===== config.mk =====
export PLATFORM = sky130hd
export DESIGN_NAME = id_ex_pipe_reg_flat
export DESIGN_NICKNAME = d
export VERILOG_FILES = /design/src/rtl/id_ex_pipe_reg_if.sv /design/src/rtl/id_ex_pipe_reg.sv /design/src/flat_wrapper.sv
export SDC_FILE = /design/constraint.sdc
export NUM_CORES = 1
export LEC_CHECK = 0
export BUFFER_PORTS_ARGS = -buffer_cell sky130_fd_sc_hd__buf_2
export CAP_MARGIN = 20
export CORE_ASPECT_RATIO = 1.1
export CORE_UTILIZATION = 41
export DETAILED_ROUTE_END_ITERATION = 16
export GPL_TIMING_DRIVEN = 0
export PLACE_DENSITY = 0.74
export SYNTH_ARGS = -nofsm -noshare
export SYNTH_HDL_FRONTEND = slang
export SYNTH_SLANG_ARGS = --single-unit

===== constraint.sdc =====
create_clock -name clock -period 1.5 [get_ports clock]
set_input_delay 0.3 -clock clock [delete_from_list [all_inputs] [get_ports clock]]
set_output_delay 0.3 -clock clock [all_outputs]
set_load 0.01 [all_outputs]

===== src/rtl/id_ex_pipe_reg_if.sv =====
// ID/EX pipeline register bus: ID-side payload, hazard controls, writeback
// snoop port and the EX-side registered outputs.
//   master : driven by ID/hazard/writeback logic, observes EX outputs
//   slave  : the pipeline register itself
interface id_ex_pipe_reg_if #(
    parameter int unsigned INSTR_W = 20,
    parameter int unsigned DATA_W  = 20,
    parameter int unsigned NUM_SRC = 2,
    parameter int unsigned AW      = 3,
    parameter int unsigned CNT_W   = 8
);
    logic                        in_valid;
    logic [INSTR_W-1:0]          in_instr;
    logic [NUM_SRC*AW-1:0]       in_src_addr;
    logic [NUM_SRC*DATA_W-1:0]   in_read_data;
    logic                        stall;
    logic                        flush;
    logic                        wb_en;
    logic [AW-1:0]               wb_addr;
    logic [DATA_W-1:0]           wb_data;
    logic                        out_valid;
    logic [INSTR_W-1:0]          out_instr;
    logic [NUM_SRC*AW-1:0]       out_src_addr;
    logic [NUM_SRC*DATA_W-1:0]   out_data;
    logic [CNT_W-1:0]            bubble_count;

    modport master (
        output in_valid, in_instr, in_src_addr, in_read_data,
        output stall, flush, wb_en, wb_addr, wb_data,
        input  out_valid, out_instr, out_src_addr, out_data, bubble_count
    );

    modport slave (
        input  in_valid, in_instr, in_src_addr, in_read_data,
        input  stall, flush, wb_en, wb_addr, wb_data,
        output out_valid, out_instr, out_src_addr, out_data, bubble_count
    );
endinterface


===== src/rtl/id_ex_pipe_reg.sv =====
// ID/EX pipeline register with stall/flush, writeback snoop on held
// operands, same-cycle writeback bypass on load, and a saturating bubble
// counter.
//   clock  : single clock, posedge
//   reset  : synchronous, active-high
//   bus    : id_ex_pipe_reg_if.slave (ID payload, stall/flush, wb port,
//            registered EX outputs and bubble_count)
// Parameters must match those of the connected interface instance.
module id_ex_pipe_reg #(
    parameter int unsigned INSTR_W  = 20,
    parameter int unsigned DATA_W   = 20,
    parameter int unsigned NUM_SRC  = 2,
    parameter int unsigned AW       = 3,
    parameter int unsigned ZERO_REG = 1,
    parameter int unsigned CNT_W    = 8
) (
    input  logic              clock,
    input  logic              reset,
    id_ex_pipe_reg_if.slave   bus
);
    localparam int unsigned SRC_W  = NUM_SRC * AW;
    localparam int unsigned DATA_T = NUM_SRC * DATA_W;

    logic               valid_q, valid_d;
    logic [INSTR_W-1:0] instr_q, instr_d;
    logic [SRC_W-1:0]   src_q,   src_d;
    logic [DATA_T-1:0]  data_q,  data_d;
    logic [CNT_W-1:0]   cnt_q,   cnt_d;

    // Writeback matches a source address; address 0 never matches when hardwired.
    function automatic logic wb_hit(input logic en, input logic [AW-1:0] wa,
                                    input logic [AW-1:0] sa);
        return en && (wa == sa) && !((ZERO_REG != 0) && (wa == '0));
    endfunction

    // Next-state: flush / bubble-load > stall (with snoop) > load (with bypass).
    always_comb begin
        valid_d = valid_q;
        instr_d = instr_q;
        src_d   = src_q;
        data_d  = data_q;
        cnt_d   = cnt_q;
        if (bus.flush || (!bus.stall && !bus.in_valid)) begin
            valid_d = 1'b0;
            instr_d = '0;
            src_d   = '0;
            data_d  = '0;
            if (cnt_q != {CNT_W{1'b1}}) begin
                cnt_d = cnt_q + CNT_W'(1);
            end
        end else if (bus.stall) begin
            // A held bubble stays a bubble; only real held operands are refreshed.
            if (valid_q) begin
                for (int i = 0; i < int'(NUM_SRC); i++) begin
                    if (wb_hit(bus.wb_en, bus.wb_addr, src_q[i*AW +: AW])) begin
                        data_d[i*DATA_W +: DATA_W] = bus.wb_data;
                    end
                end
            end
        end else begin
            valid_d = 1'b1;
            instr_d = bus.in_instr;
            src_d   = bus.in_src_addr;
            for (int i = 0; i < int'(NUM_SRC); i++) begin
                if (wb_hit(bus.wb_en, bus.wb_addr, bus.in_src_addr[i*AW +: AW])) begin
                    data_d[i*DATA_W +: DATA_W] = bus.wb_data;
                end else begin
                    data_d[i*DATA_W +: DATA_W] = bus.in_read_data[i*DATA_W +: DATA_W];
                end
            end
        end
    end

    // State register.
    always_ff @(posedge clock) begin
        if (reset) begin
            valid_q <= 1'b0;
            instr_q <= '0;
            src_q   <= '0;
            data_q  <= '0;
            cnt_q   <= '0;
        end else begin
            valid_q <= valid_d;
            instr_q <= instr_d;
            src_q   <= src_d;
            data_q  <= data_d;
            cnt_q   <= cnt_d;
        end
    end

    assign bus.out_valid    = valid_q;
    assign bus.out_instr    = instr_q;
    assign bus.out_src_addr = src_q;
    assign bus.out_data     = data_q;
    assign bus.bubble_count = cnt_q;
endmodule

===== src/flat_wrapper.sv =====
// flat-port wrapper written by rule: the top's interface ports become plain ports
module id_ex_pipe_reg_flat 
#(
    parameter int unsigned INSTR_W  = 20,
    parameter int unsigned DATA_W   = 20,
    parameter int unsigned NUM_SRC  = 2,
    parameter int unsigned AW       = 3,
    parameter int unsigned ZERO_REG = 1,
    parameter int unsigned CNT_W    = 8
)
  (clock, reset, bus_in_valid, bus_in_instr, bus_in_src_addr, bus_in_read_data, bus_stall, bus_flush, bus_wb_en, bus_wb_addr, bus_wb_data, bus_out_valid, bus_out_instr, bus_out_src_addr, bus_out_data, bus_bubble_count);
  id_ex_pipe_reg_if #(.INSTR_W(INSTR_W), .DATA_W(DATA_W), .NUM_SRC(NUM_SRC), .AW(AW), .CNT_W(CNT_W)) bus_i ();
  input  logic clock;
  input  logic reset;
  input wire logic [$bits(bus_i.in_valid)-1:0] bus_in_valid;
  input wire logic [$bits(bus_i.in_instr)-1:0] bus_in_instr;
  input wire logic [$bits(bus_i.in_src_addr)-1:0] bus_in_src_addr;
  input wire logic [$bits(bus_i.in_read_data)-1:0] bus_in_read_data;
  input wire logic [$bits(bus_i.stall)-1:0] bus_stall;
  input wire logic [$bits(bus_i.flush)-1:0] bus_flush;
  input wire logic [$bits(bus_i.wb_en)-1:0] bus_wb_en;
  input wire logic [$bits(bus_i.wb_addr)-1:0] bus_wb_addr;
  input wire logic [$bits(bus_i.wb_data)-1:0] bus_wb_data;
  output wire logic [$bits(bus_i.out_valid)-1:0] bus_out_valid;
  output wire logic [$bits(bus_i.out_instr)-1:0] bus_out_instr;
  output wire logic [$bits(bus_i.out_src_addr)-1:0] bus_out_src_addr;
  output wire logic [$bits(bus_i.out_data)-1:0] bus_out_data;
  output wire logic [$bits(bus_i.bubble_count)-1:0] bus_bubble_count;
  assign bus_i.in_valid = bus_in_valid;
  assign bus_i.in_instr = bus_in_instr;
  assign bus_i.in_src_addr = bus_in_src_addr;
  assign bus_i.in_read_data = bus_in_read_data;
  assign bus_i.stall = bus_stall;
  assign bus_i.flush = bus_flush;
  assign bus_i.wb_en = bus_wb_en;
  assign bus_i.wb_addr = bus_wb_addr;
  assign bus_i.wb_data = bus_wb_data;
  assign bus_out_valid = bus_i.out_valid;
  assign bus_out_instr = bus_i.out_instr;
  assign bus_out_src_addr = bus_i.out_src_addr;
  assign bus_out_data = bus_i.out_data;
  assign bus_bubble_count = bus_i.bubble_count;
  id_ex_pipe_reg #(.INSTR_W(INSTR_W), .DATA_W(DATA_W), .NUM_SRC(NUM_SRC), .AW(AW), .ZERO_REG(ZERO_REG), .CNT_W(CNT_W)) u_core (.clock(clock), .reset(reset), .bus(bus_i));
endmodule

After elaboration in Yosys (flattened, before gate mapping)
Index checks and enable logic that the tools add are counted.
{ "totals": {"register_bits": 75, "latchBits": 0, "ram_bits": 0, "rom_bits": 0, "n_memories": 0} }
{ "classes": {"n_addsub": 1, "multipliers": 0, "n_div": 0, "order_cmp": 0, "eq_ne": 8, "shifts": 0, "n_mux": 6, "n_bitwise": 0, "n_reduce_logical": 18} }
{ "ops": {"columns": ["cell", "n"], "rows": [
  ["20-bit two-way mux", 4],
  ["40-bit two-way mux", 2],
  ["3-bit == test", 4],
  ["1-bit logical AND", 9],
  ["8-bit by 1-bit adder with 8-bit output (second input constant)", 1],
  ["8-bit inequality test (second input constant)", 1],
  ["2-bit by 1-bit inequality test with 1-bit output (second input constant)", 3],
  ["2-bit AND reduction", 3],
  ["1-bit logical NOT", 3],
  ["3-bit logical NOT", 1],
  ["2-bit OR reduction", 1],
  ["1-bit logical OR", 1]
]} }

Longest topological paths before layout
Gate-level depths: netlist (run 1).
{ "logic_depth": {"word_depth": 6, "depth_mapped": 6, "ltp_nobuf": 5} }

Worst setup path before layout (run 1)
Ideal clock, no wire load.
{ "synth_timing": {"path_type": "in2reg", "startpoint": "input bus_wb_addr[1]", "endpoint": "register u_core.data_q[28], in the netlist u_core.bus.out_data[28]", "setup_time_ns": 0.124, "arrival_ns": 1.497, "t_required_ns": 1.376, "path_slack_ns": -0.122, "cell_stages": 6, "n_path_buf": 2, "path_cell_list": "buf_6 -> xor2_1 -> o41ai_4 -> buf_6 -> mux2i_1 -> a21oi_2"} }
{ "synth_via": {"elab_chain_len": 5} }
{ "synth_rtl": {"columns": ["element", "line", "text"], "rows": [
  ["start, declared", "flat_wrapper.sv:22", "input wire logic [$bits(bus_i.wb_addr)-1:0] bus_wb_addr;"],
  ["3-bit == test / 3-bit logical NOT (equally long branches)", "id_ex_pipe_reg.sv:33", "return en && (wa == sa) && !((ZERO_REG != 0) && (wa == '0));"],
  ["1-bit logical AND / 1-bit logical NOT (equally long branches)", "id_ex_pipe_reg.sv:33", null],
  ["1-bit logical AND", "id_ex_pipe_reg.sv:33", null],
  ["2-bit by 1-bit inequality test with 1-bit output (no source line) / 20-bit two-way mux (equally long branches)", null, null],
  ["2-bit AND reduction (no source line) / 40-bit two-way mux (equally long branches)", null, null],
  ["end signal, assigned", "id_ex_pipe_reg.sv:86", "data_q <= data_d;"],
  ["end, declared", "id_ex_pipe_reg.sv:27", "logic [DATA_T-1:0] data_q, data_d;"]
]} }
Several ways; a longest one is shown, not always the timed one.
A chain may end at the register's enable or synchronous reset.

Worst setup path after layout (run 1)
{ "layout_timing": {"startpoint": "register u_core.src_q[2], in the netlist u_core.bus.out_src_addr[2]", "endpoint": "register u_core.data_q[6], in the netlist u_core.bus.out_data[6]"} }
{ "layout_via": {"elab_chain_len": 5} }
{ "layout_rtl": {"columns": ["element", "line", "text"], "rows": [
  ["start, declared", "id_ex_pipe_reg.sv:26", "logic [SRC_W-1:0] src_q, src_d;"],
  ["start signal, assigned", "id_ex_pipe_reg.sv:85", "src_q <= src_d;"],
  ["3-bit == test", "id_ex_pipe_reg.sv:33", null],
  ["1-bit logical AND (2 in a row)", "id_ex_pipe_reg.sv:33", null],
  ["2-bit by 1-bit inequality test with 1-bit output (no source line)", null, null],
  ["2-bit AND reduction (no source line)", null, null]
]} }
No other way between the ends.

==> impl_metrics.tcl, run 1 <==
set metrics [dict create \
    status "finished with violations" \
    violations "negative setup slack" \
    cts_max_path_buffers 2 \
    drv_slew 0 \
    ys_seq_area_frac 0.440 \
    diodes 0 \
    cp-start-kind "flop" \
    grt_max_degree 13 \
    drt_iter0_markers 52 \
    powerDensity_nw_per_um2 864 \
    antenna_found_initial 0 \
    setup_viol 2 \
    die_w_um 89.0 \
    p_leak_nw 2.39 \
    max_freq_ghz 0.658 \
    netlist_area_sq_um 3410 \
    via_per_inst 5.02 \
    detail-route-antenna-nets 0 \
    fin_worst_skew_ps 7.81 \
    arrival_ps 1790 \
    postCtsHoldBufs 0 \
    fin_nets 612 \
    numPortBuffers 166 \
    grt_pass1_wl_um 14200 \
    dieArea_sq_um 8690 \
    drt_wl_total_um 9450 \
    gp_congestion 0.841 \
    dieHeight_um 97.7 \
    cts_max_level 3 \
    cts.sinks 75 \
    syn_inst 331 \
    synth_top_flop_cell "dfxtp_1" \
    path_clk_slew_ps 80 \
    start_util 0.427 \
    drt_pass1_iterations 4 \
    routedWlPerCell_um 15.0 \
    drc 0 \
    core_sq_um 8000 \
    first_global_vias 3017 \
    cts_tree "done" \
    synth_top_area_cell "dfxtp_1" \
    fin_crit_ps 1520 \
    crit_path_end_kind "flop" \
    clock_latency_ps 340 \
    grt_overflow 0 \
    worst_pin_slew_ps 489 \
    cts-root-buf "clkbuf_8" \
    async_flop_share 0 \
    ys_seq_elements 75 \
    hold_class "in2reg" \
    dpl_cell_area_sq_um 4410 \
    num_rows 34 \
    min_from "bus_in_instr[14]" \
    synth_enable_flop_cells 0 \
    period_share 1.01 \
    synthTopCellsByCount "dfxtp_1, mux2i_1, o21ai_0, nor2_1, a21oi_1" \
    gr-usage-all-layers 0.213 \
    synth_nets 427 \
    syn_to_final_growth_pct 42.5 \
    layout-drive-gt1-share 0.513 \
    path_max_fanout 6 \
    cts_buffers 9 \
    dpl_worst_slack_ps -556 \
    yosysMostFrequentCell "dfxtp_1" \
    critPathRequiredTime_ps 1770 \
    io_pins 170 \
    r2r-start "u_core.bus.out_src_addr[2]" \
    crit_start "u_core.bus.out_src_addr[2]" \
    post-route-cell-area_sq_um 4860 \
    criticalPathCategory "reg2reg" \
    ys_warn_count 0 \
    num_vias 3155 \
    yosys.cell_types.count 36 \
    final.setup.worst_slack_ps -20.0 \
    hold_viol 0 \
    peakVddDrop_uv 436 \
    synth.top_cells.by_area "dfxtp_1, mux2i_1, o21ai_0" \
    relSlewSlack 0.674 \
    rsz0062_at_grt "yes" \
    dpl.hpwl_um 6920 \
    yosys.area.top_type_share 0.440 \
    max_cap_viol_count 0 \
    syn_avg_cell_area_sq_um 10.3 \
]
-- cells in the final DEF (no fill, tap or decap), types with 4 or more instances in the layout --
cell / n
buf_2: 169
dfxtp_1: 68
mux2i_1: 65
nor2_1: 34
a21oi_1: 22
o21ai_1: 18
a21oi_2: 18
o21ai_2: 15
xor2_1: 11
buf_6: 10
clkbuf_8: 9
o21ai_0: 7
clkbuf_1: 5
inv_1: 4
o41ai_4: 4
buf_4: 4
buf_8: 4
clkbuf_2: 4
dfxtp_4: 4
-- final timing paths --
| check | end | slack (ps) | cells past startpoint |
|---|---|---|---|
| worst max-delay path | u_core.bus.out_data[6] | -20 | 6 |
| worst min-delay path | u_core.bus.out_instr[14] | 190 | 3 |
| worst max register to register | u_core.bus.out_data[6] | -20 | 6 |
| worst min register to register | u_core.bus.out_instr[11] | 500 | 2 |
-- worst max-delay path, stage by stage, from the launching register on --
cell,delay (ps)
dfxtp_4,370
xor2_4,150
o41ai_4,350
buf_6,190
buf_8,130
o221ai_2,90
a31oi_1,170
-- logic make-up (layout without fill, tap and decap cells) --
group,after synthesis,in the layout,synth area share
compound gates,96,96,0.209
flops,75,75,0.440
mux,67,67,0.197
simple gates,46,46,0.0576
buf+inv,31,220,0.0517
xor+xnor,15,15,0.0407
fa+ha+maj,1,1,0.00367
-- cell type report --
cell class	instances	area, sq um
plain buffers	26	244
flip-flops and latches	75	1520
repair buffers	174	955
well taps	108	135
inverters	5	18.8
clock inverters	5	31.3
multi-input cells	225	1830
clock buffers	10	128
fillers	708	3130
-- flip-flops by register name, summed over array words and instances (netlist names) --
name,flops
u_core.bus.out_data,40
u_core.bus.bubble_count,8
u_core.bus.out_src_addr,6
u_core.bus.out_valid,1
u_core.bus.out_instr,20
-- metrics by stage --
| step | std cells | total power [mW] | utilization | hold WS, ps | setup TNS (ps) |
|---|---|---|---|---|---|
| after floorplan | 331 | 2.57 | - | 436 | -2440 |
| after global placement | 605 | 2.85 | 0.551 | 470 | -22210 |
| after detailed placement | 605 | 2.86 | 0.551 | 482 | -23850 |
| after CTS | 625 | 4.20 | 0.583 | 174 | 0 |
| after global routing | 628 | 4.41 | 0.608 | 183 | -1030 |
| final | 628 | 4.20 | 0.608 | 192 | -25.6 |
-- where the power goes --
part	leakage, nW	switching [mW]	total [mW]	internal, mW
Combinational	1.69	0.417	0.801	0.384
Sequential	0.615	0.0470	2.10	2.06
Clock	0.0819	0.712	1.30	0.586
-- timing repair --
item                                    4_1_cts  5_1_grt
buffers inserted                              4        0
cloned                                        1        3
pin swaps                                     4        4
endpoints found under the setup margin       62       54
gates resized for setup                      20       73
-- layer usage --
metal	share of wire	track usage	vias up
met5	0	0	-
met4	0.024	0.0928	0
met3	0.037	0.0272	18
met2	0.52	0.384	90
met1	0.42	0.246	1501
li1	-	-	1546
(Power assumes the default switching activity.)
==> run 2, diff against run 1 <==
SKIP_LAST_GASP = 1   (was not set)
==> impl_metrics.tcl, run 2 (synthesized netlist as in run 1, its figures left out) <==
set metrics [dict create \
    status "finished with violations" \
    violations "negative setup slack" \
    syn_to_final_growth_pct 41.6 \
    core_sq_um 8000 \
    cts_max_level 3 \
    dieHeight_um 97.7 \
    p_leak_nw 2.38 \
    detail-route-antenna-nets 0 \
    numPortBuffers 166 \
    fin_worst_skew_ps 8.78 \
    num_rows 34 \
    diodes 0 \
    start_util 0.427 \
    hold_class "in2reg" \
    via_per_inst 5.08 \
    routedWlPerCell_um 15.0 \
    drt_wl_total_um 9430 \
    drc 0 \
    io_pins 170 \
    peakVddDrop_uv 436 \
    gp_congestion 0.841 \
    crit_start "u_core.bus.out_src_addr[2]" \
    final_common_cell "buf_2" \
    crit_path_end "u_core.bus.out_data[6]" \
    cts.sinks 75 \
    worst_hold_slack_ps 194 \
    critPathRequiredTime_ps 1770 \
    die_w_um 89.0 \
    top_layer "met4" \
    cts-root-buf "clkbuf_8" \
    grt_pass1_wl_um 14200 \
    wl_met1_um 3860 \
    largest_reg_flops 40 \
    cts_buffers 9 \
    cts_tree "done" \
    fin_nets 612 \
    tns_ps -24.3 \
    fin_util 0.605 \
    hold_viol 0 \
    timing.rr.end "u_core.bus.out_data[6]" \
    nFillCells 717 \
    arrival_ps 1790 \
    period_share 1.01 \
    post-route-cell-area_sq_um 4830 \
    worstRegToRegCells 6 \
    path_max_fanout 6 \
    clock_latency_ps 340 \
    fin_crit_ps 1520 \
    min_from "bus_in_instr[14]" \
    powerDensity_nw_per_um2 867 \
    criticalPathCategory "reg2reg" \
    setup_viol 2 \
    cp-start-kind "flop" \
    r2r_slack_ps -20 \
    crit_path_end_kind "flop" \
    max_freq_ghz 0.657 \
    grt_overflow 0 \
    path_clk_slew_ps 80 \
    rsz0062_at_grt "yes" \
    final-instance-count-excl-fill 628 \
    wl_met2_um 4990 \
    drt_pass1_iterations 4 \
    dpl_cell_area_sq_um 4410 \
    dp.cells 605 \
    drv_slew 0 \
    most-common-layout-cells "buf_2, dfxtp_1, mux2i_1, nor2_1, a21oi_1" \
    num_vias 3191 \
    max_cap_viol_count 0 \
    met3_length_um 393 \
    worst_pin_slew_ps 484 \
    postCtsHoldBufs 0 \
    dpl.hpwl_um 6920 \
    antenna_found_initial 0 \
    first_global_vias 3017 \
    grt_max_degree 13 \
    drt_iter0_markers 55 \
    final.setup.worst_slack_ps -21.0 \
    cts_max_path_buffers 2 \
    r2r-start "u_core.bus.out_src_addr[2]" \
    gr-usage-all-layers 0.213 \
    dieArea_sq_um 8690 \
    relSlewSlack 0.677 \
    layout-drive-gt1-share 0.502 \
]
-- run 2: how the worst min path moves through the flow --
| stage | end | slack [ps] | cells after the start |
|---|---|---|---|
| final | u_core.bus.out_instr[14] | 190 | 3 |
| after global routing | u_core.bus.out_instr[11] | 180 | 3 |
| after CTS | u_core.bus.out_instr[14] | 170 | 3 |
| after detailed placement | u_core.bus.out_instr[6] | 480 | 2 |
| after global placement | u_core.bus.out_instr[5] | 470 | 2 |
| after floorplan | u_core.bus.out_data[38] | 440 | 2 |
-- run 2: cell type report --
type | count | area [sq um] | share of cell area
Inverter | 5 | 18.8 | 0.00388
Timing Repair Buffer | 174 | 955 | 0.197
Clock inverter | 5 | 31.3 | 0.00647
Buffer | 26 | 244 | 0.0505
Multi-Input combinational cell | 225 | 1800 | 0.373
Clock buffer | 10 | 128 | 0.0264
Tap cell | 108 | 135 | 0.0280
Sequential cell | 75 | 1520 | 0.314
-- run 2: repair_timing --
item,4_1_cts,5_1_grt
buffers inserted,4,0
endpoints found under the setup margin,62,54
pin swaps,4,4
gates cloned,1,3
resized for setup,20,61
-- run 2: per-stage QoR --
step                      setup WS (ps)  power, mW
after floorplan                   -85.3       2.57
final                             -21.0       4.19
after global placement             -505       2.85
after CTS                         0.681       4.20
after global routing               -170       4.40
after detailed placement           -556       2.86
-- run 2: metal layers --
layer,GRT usage,vias to the layer above
li1,-,1547
met2,0.384,103
met5,0,-
met4,0.0928,0
met3,0.0272,15
met1,0.246,1526
-- run 2: worst max-delay path: stages (launching register included) --
cell	delay, ps
dfxtp_4	370
xor2_4	150
o41ai_4	350
buf_6	190
buf_8	130
o221ai_2	90
a31oi_1	170
-- run 2: power breakdown --
part           switching (mW)  internal [mW]
logic                   0.411          0.381
registers              0.0452           2.06
clock network           0.712          0.586
